**config.mk**
```make
export PLATFORM = sky130hd
export DESIGN_NAME = if_fetch_buf_flat
export DESIGN_NICKNAME = d
export VERILOG_FILES = /design/src/rtl/if_fetch_buf_if.sv /design/src/rtl/if_fetch_buf.sv /design/src/flat_wrapper.sv
export SDC_FILE = /design/constraint.sdc
export NUM_CORES = 1
export LEC_CHECK = 0
export ABC_AREA = 1
export CORE_ASPECT_RATIO = 1.5
export CORE_UTILIZATION = 50
export CTS_BUF_LIST = sky130_fd_sc_hd__clkbuf_8
export CTS_CLUSTER_DIAMETER = 60
export DETAILED_ROUTE_END_ITERATION = 6
export PLACE_DENSITY = 0.74
export SYNTH_ARGS = -nofsm -noshare
export SYNTH_HDL_FRONTEND = slang
export SYNTH_SLANG_ARGS = --single-unit
```
**constraint.sdc**
```tcl
create_clock -name clk -period 3.17 [get_ports clk]
set_input_delay 0.634 -clock clk [delete_from_list [all_inputs] [get_ports clk]]
set_output_delay 0.634 -clock clk [all_outputs]
set_load 0.05 [all_outputs]
```
**src/rtl/if_fetch_buf_if.sv**
```systemverilog
// if_fetch_buf_if: instruction bus between the fetch buffer (master) and memory (slave)
interface if_fetch_buf_if;
  logic        inst_req;
  logic [31:0] inst_addr;
  logic        inst_addr_ok;
  logic        inst_data_ok;
  logic [31:0] inst_rdata;
  modport master (output inst_req, inst_addr, input inst_addr_ok, inst_data_ok, inst_rdata);
  modport slave  (input inst_req, inst_addr, output inst_addr_ok, inst_data_ok, inst_rdata);
endinterface

```
**src/rtl/if_fetch_buf.sv**
```systemverilog
// if_fetch_buf: pc sequencer plus in-order instruction queue with flush discard and ADEF handling
module if_fetch_buf #(
  parameter logic [31:0] RESET_PC = 32'h1c000000,
  parameter int          IQ_DEPTH = 4
) (
  input  logic                 clk,
  input  logic                 resetn,
  if_fetch_buf_if.master       bus,
  input  logic                 ex_flush,
  input  logic [31:0]          ex_pc,
  input  logic                 br_taken,
  input  logic [31:0]          br_target,
  output logic                 if_valid,
  output logic [31:0]          if_pc,
  output logic [31:0]          if_inst,
  output logic                 if_adef,
  input  logic                 id_allow_in
);
  localparam int PW = $clog2(IQ_DEPTH);
  localparam int CW = PW + 1;
  localparam logic [CW-1:0] FULL = CW'(IQ_DEPTH);
  logic [31:0] pc_q, pc_d;
  logic [31:0] qpc_q [IQ_DEPTH];
  logic [31:0] qpc_d [IQ_DEPTH];
  logic [31:0] qinst_q [IQ_DEPTH];
  logic [31:0] qinst_d [IQ_DEPTH];
  logic [IQ_DEPTH-1:0] qadef_q, qadef_d, qfill_q, qfill_d;
  logic [PW-1:0] head_q, head_d, tail_q, tail_d, fidx;
  logic [CW-1:0] cnt_q, cnt_d, unf_q, unf_d, disc_q, disc_d;
  logic halt_q, halt_d, started_q;
  logic flush, hs, deq, fill, drop, late, adef_alloc, alloc;
  assign flush = ex_flush | br_taken;
  assign bus.inst_addr = pc_q;
  assign bus.inst_req = started_q & ~flush & (pc_q[1:0] == 2'b00) & ~halt_q &
                        (({1'b0, cnt_q} + {1'b0, disc_q}) < {1'b0, FULL});
  assign hs = bus.inst_req & bus.inst_addr_ok;
  assign if_valid = (cnt_q != '0) & qfill_q[head_q];
  assign if_pc = if_valid ? qpc_q[head_q] : '0;
  assign if_inst = if_valid ? qinst_q[head_q] : '0;
  assign if_adef = if_valid & qadef_q[head_q];
  assign deq = if_valid & id_allow_in & ~flush;
  assign drop = bus.inst_data_ok & (disc_q != '0);
  assign fill = bus.inst_data_ok & (disc_q == '0) & (unf_q != '0);
  assign late = bus.inst_data_ok & ((disc_q | unf_q) != '0);
  // a misaligned pc becomes one pre-filled fault entry, queued only behind already-filled entries
  assign adef_alloc = ~flush & (pc_q[1:0] != 2'b00) & ~halt_q & (unf_q == '0) & (cnt_q < FULL);
  assign alloc = hs | adef_alloc;
  // filled entries always form a prefix from the head, so the oldest unfilled one follows them
  assign fidx = head_q + PW'(cnt_q - unf_q);
  always_comb begin
    pc_d = flush ? (ex_flush ? ex_pc : br_target) : pc_q + (hs ? 32'd4 : 32'd0);
    qpc_d = qpc_q;
    qinst_d = qinst_q;
    qadef_d = qadef_q;
    qfill_d = qfill_q;
    head_d = flush ? '0 : head_q + PW'(deq);
    tail_d = flush ? '0 : tail_q + PW'(alloc);
    cnt_d = flush ? '0 : cnt_q + CW'(alloc) - CW'(deq);
    unf_d = flush ? '0 : unf_q + CW'(hs) - CW'(fill);
    disc_d = flush ? disc_q + unf_q - CW'(late) : disc_q - CW'(drop);
    halt_d = ~flush & (halt_q | adef_alloc);
    if (flush) qfill_d = '0;
    else begin
      if (fill) begin
        qinst_d[fidx] = bus.inst_rdata;
        qfill_d[fidx] = 1'b1;
      end
      if (deq) qfill_d[head_q] = 1'b0;
      if (alloc) begin
        qpc_d[tail_q] = pc_q;
        qinst_d[tail_q] = '0;
        qadef_d[tail_q] = adef_alloc;
        qfill_d[tail_q] = adef_alloc;
      end
    end
  end
  always_ff @(posedge clk or negedge resetn) begin
    if (!resetn) begin
      pc_q <= RESET_PC;
      qpc_q <= '{default: '0};
      qinst_q <= '{default: '0};
      qadef_q <= '0;
      qfill_q <= '0;
      head_q <= '0;
      tail_q <= '0;
      cnt_q <= '0;
      unf_q <= '0;
      disc_q <= '0;
      halt_q <= 1'b0;
      started_q <= 1'b0;
    end else begin
      pc_q <= pc_d;
      qpc_q <= qpc_d;
      qinst_q <= qinst_d;
      qadef_q <= qadef_d;
      qfill_q <= qfill_d;
      head_q <= head_d;
      tail_q <= tail_d;
      cnt_q <= cnt_d;
      unf_q <= unf_d;
      disc_q <= disc_d;
      halt_q <= halt_d;
      started_q <= 1'b1;
    end
  end
endmodule

```
**src/flat_wrapper.sv**
```systemverilog
// flat-port wrapper written by rule: the top's interface ports become plain ports
module if_fetch_buf_flat 
#(
  parameter logic [31:0] RESET_PC = 32'h1c000000,
  parameter int          IQ_DEPTH = 4
)
  (clk, resetn, ex_flush, ex_pc, br_taken, br_target, if_valid, if_pc, if_inst, if_adef, id_allow_in, bus_inst_req, bus_inst_addr, bus_inst_addr_ok, bus_inst_data_ok, bus_inst_rdata);
  if_fetch_buf_if bus_i ();
  input  logic clk;
  input  logic resetn;
  input  logic ex_flush;
  input  logic [31:0] ex_pc;
  input  logic br_taken;
  input  logic [31:0] br_target;
  output logic if_valid;
  output logic [31:0] if_pc;
  output logic [31:0] if_inst;
  output logic if_adef;
  input  logic id_allow_in;
  output wire logic [$bits(bus_i.inst_req)-1:0] bus_inst_req;
  output wire logic [$bits(bus_i.inst_addr)-1:0] bus_inst_addr;
  input wire logic [$bits(bus_i.inst_addr_ok)-1:0] bus_inst_addr_ok;
  input wire logic [$bits(bus_i.inst_data_ok)-1:0] bus_inst_data_ok;
  input wire logic [$bits(bus_i.inst_rdata)-1:0] bus_inst_rdata;
  assign bus_inst_req = bus_i.inst_req;
  assign bus_inst_addr = bus_i.inst_addr;
  assign bus_i.inst_addr_ok = bus_inst_addr_ok;
  assign bus_i.inst_data_ok = bus_inst_data_ok;
  assign bus_i.inst_rdata = bus_inst_rdata;
  if_fetch_buf #(.RESET_PC(RESET_PC), .IQ_DEPTH(IQ_DEPTH)) u_core (.clk(clk), .resetn(resetn), .bus(bus_i), .ex_flush(ex_flush), .ex_pc(ex_pc), .br_taken(br_taken), .br_target(br_target), .if_valid(if_valid), .if_pc(if_pc), .if_inst(if_inst), .if_adef(if_adef), .id_allow_in(id_allow_in));
endmodule
```
==> flow_metrics.py <==
metrics = {
    "yosys": {
        "yosysMostFrequentCell": "nand2_1",
        "synthTopCellsByCount": "nand2_1, dfrtp_1, nand3_1",
        "syn_area_um2": 16400,
        "async_flop_share": 1.00,
        "syn_avg_cell_area_um2": 7.77,
        "yosysWarnings": 0,
        "syn-instance-count": 2110,
        "yosysSeqAreaShare": 0.475,
        "synth.largest_area_cell": "dfrtp_1",
        "ys_ff_latch": 311,
        "synth_flop_cell": "dfrtp_1",
        "synth_edf_count": 0,
        "synth_top_cell_area_share": 0.470,
        "syn_nets": 2232,
        "synth.distinct_cells": 43,
        "synth_area_leaders": "dfrtp_1, nand2_1, nand3_1",
    },
    "sta": {
        "setup_violations": 0,
        "fin_crit_ps": 3070,
        "final_hold_viol_count": 0,
        "fin_worst_skew_ps": 43.1,
        "slew_viol_final": 0,
        "tns_ps": 0,
        "clock.fmax_mhz": 325,
        "period_share": 0.970,
        "relSlewSlack": 0.202,
        "rsz0062_at_grt": "no",
        "worst_slew_pin_slew_ps": 1190,
    },
    "route": {
        "ant_nets": 0,
        "drtPass1Iterations": 6,
        "drt-total-wl_mm": 51.2,
        "wl_per_cell_um": 18.9,
        "vias": 15700,
        "remaining_drc_errors": 0,
        "vias_per_cell": 5.77,
        "drtIter0Drc": 1366,
    },
    "pwr": {
        "pwr-share-clk": 0.328,
        "pwr_density_cell_nw_per_um2": 531,
        "p_leak_uw": 0.00930,
        "pwr-share-seq": 0.475,
        "power_uw": 10500,
        "p_switching_uw": 3260,
        "p_int_uw": 7190,
        "comb_power_share": 0.197,
        "switching_share": 0.312,
        "ir_drop_v": 0.000374,
    },
    "global_routing": {
        "first_global_vias": 15800,
        "overflow": 0,
        "antenna_found_initial": 1,
        "grt_pass1_wl_mm": 81.3,
        "grt.total_usage": 0.310,
        "grt_max_degree": 78,
    },
    "die": {
        "core_area_um2": 32000,
        "die_area_um2": 33500,
        "die_y_um": 224,
        "ios": 202,
        "rows": 80,
        "initial_core_util": 0.512,
        "dieWidth_um": 150,
    },
    "final_layout": {
        "final_nets": 2394,
        "drive_above_1_share": 0.103,
        "syn2layout_area_growth_pct": 20.0,
        "fillers": 2841,
    },
    "placement": {
        "gp_congestion": 0.937,
        "port_buffers": 201,
        "dp_hpwl_mm": 32.8,
    },
    "cts": {
        "cts_tree": "yes",
        "insertion_delay_ps": 620,
        "clock-sinks": 311,
        "ctsHoldBuffers": 0,
        "ctsHtreeMaxLevel": 2,
        "clkSlewWorstSetupHoldPaths_ps": 60,
        "cts_buffers": 48,
        "root_buffer": "clkbuf_8",
        "clockBufferDepth": 3,
    },
    "flow_run": {
        "drv_cap": 0,
    },
    "outcome": {
        "outcome": "finished, final reports clean",
    },
    "critical_path": {
        "critPathKind": "flop to primary output",
        "cp_max_fo": 34,
        "end_kind": "primary output",
        "required_ps": 2540,
        "cp.arrival_ps": 2440,
        "start_kind": "flop",
    },
    "hold_path": {
        "min_path_type": "input port to asynchronous set/reset pin",
    },
}
==> cell families after synthesis <==
family / after synthesis / share of synthesized area
DFF: 311 / 0.475
buffers and inverters: 394 / 0.102
other: 1 / 0.000229
adders and majority gates: 19 / 0.0159
xor gates and xnor gates: 19 / 0.0101
AOI/OAI and AO/OA: 474 / 0.160
and+or+nand+nor: 892 / 0.236
==> sequential cells by signal (all words and copies together) (netlist names) <==
name / flops
u_core.qinst_q: 128
u_core.disc_q: 3
u_core.unf_q: 3
u_core.halt_q: 1
u_core.started_q: 1
u_core.cnt_q: 3
u_core.qadef_q: 4
u_core.head_q: 2
u_core.qfill_q: 4
u_core.bus.inst_addr: 32
u_core.tail_q: 2
u_core.qpc_q: 128
==> through the flow <==
stage | worst slack [ps] | area (µm²) | cells | hold slack, ps | utilization
after CTS | 2.24 | 19600 | 2713 | 15.3 | 0.613
after floorplan | 136 | 16400 | 2110 | 338 | -
final | 96.7 | 19700 | 2718 | 8.10 | 0.615
after global placement | 159 | 18600 | 2628 | 454 | 0.580
after global routing | 19.5 | 19700 | 2718 | 37.5 | 0.615
after detailed placement | 104 | 18600 | 2628 | 461 | 0.580
==> layout make-up <==
cell class | instances | area (µm²) | area share
Sequential cell | 311 | 7790 | 0.396
Clock inverter | 22 | 135 | 0.00686
Antenna cell | 1 | 2.50 | 0.000127
Multi-Input combinational cell | 1405 | 7010 | 0.356
Clock buffer | 63 | 867 | 0.0440
Inverter | 250 | 938 | 0.0477
Tap cell | 410 | 513 | 0.0261
Timing Repair Buffer | 256 | 2430 | 0.123
==> worst paths after layout <==
check                                         startpoint                        endpoint  slack [ps]  depth (start not counted)
max                           u_core.head_q[1]$_DFF_PN0_                       if_pc[26]         100                          5
min                                               resetn   u_core.qpc_q[121]$_DFFE_PN0P_           8                          1
max reg2reg                    u_core.cnt_q[1]$_DFF_PN0_  u_core.qinst_q[71]$_DFFE_PN0N_         400                         10
min reg2reg                u_core.qadef_q[2]$_DFFE_PN0P_   u_core.qadef_q[2]$_DFFE_PN0P_         480                          2
max in group asynchronous                         resetn    u_core.qpc_q[33]$_DFFE_PN0P_        2340                          2
min in group clk           u_core.qadef_q[2]$_DFFE_PN0P_   u_core.qadef_q[2]$_DFFE_PN0P_         480                          2
==> layer usage <==
metal	vias up	GRT usage	share of wire
li1	7325	-	-
met1	7454	0.351	0.37
met2	730	0.534	0.50
met3	163	0.0477	0.067
met4	0	0.206	0.064
met5	-	0	0
==> critical path, cell delays in order (launching register included) <==
cell and delay (ps):
dfrtp_2 460, nor2_2 200, buf_4 440, a22oi_1 160
a31oi_2 310, buf_4 250
==> power groups by stage <==
stage | combinational (µW) | clock (µW) | sequential (µW)
5_1_grt | 2330 | 3650 | 5020
2_1_floorplan | 1240 | 0 | 5060
6_report | 2060 | 3430 | 4960
3_5_place_dp | 2040 | 0 | 5020
3_3_place_gp | 1960 | 0 | 4990
4_1_cts | 2060 | 3500 | 4950
==> layout by cell type (no fill, tap or decap), types with 2 or more instances in the layout <==
master             n
a21oi_1           35
a21oi_2            2
a21oi_4            2
a22oi_1           36
a31oi_1           30
a31oi_2            4
buf_12            13
buf_4            108
clkbuf_8          63
clkdlybuf4s50_1  133
clkinv_2           9
clkinv_8           2
dfrtp_1          306
dfrtp_2            2
dfstp_2            3
fa_1               3
ha_1              16
inv_1            256
inv_2              2
nand2_1          457
nand2_2            6
nand3_1          286
nand4_1            7
nor2_1            75
nor2_2             3
nor2_4             2
nor3_1            42
nor3_2             4
o21ai_0          204
o21ai_1           89
o22ai_1           69
xnor2_1            3
xor2_1            16
==> repair_timing <==
item	in CTS	in global routing
gates resized for setup	12	3
pin swaps	0	1
endpoints found under the setup margin	54	46
endpoints found under the hold margin	0	0
buffers inserted	0	4
Note: power is estimated with default switching activity, not from simulation.
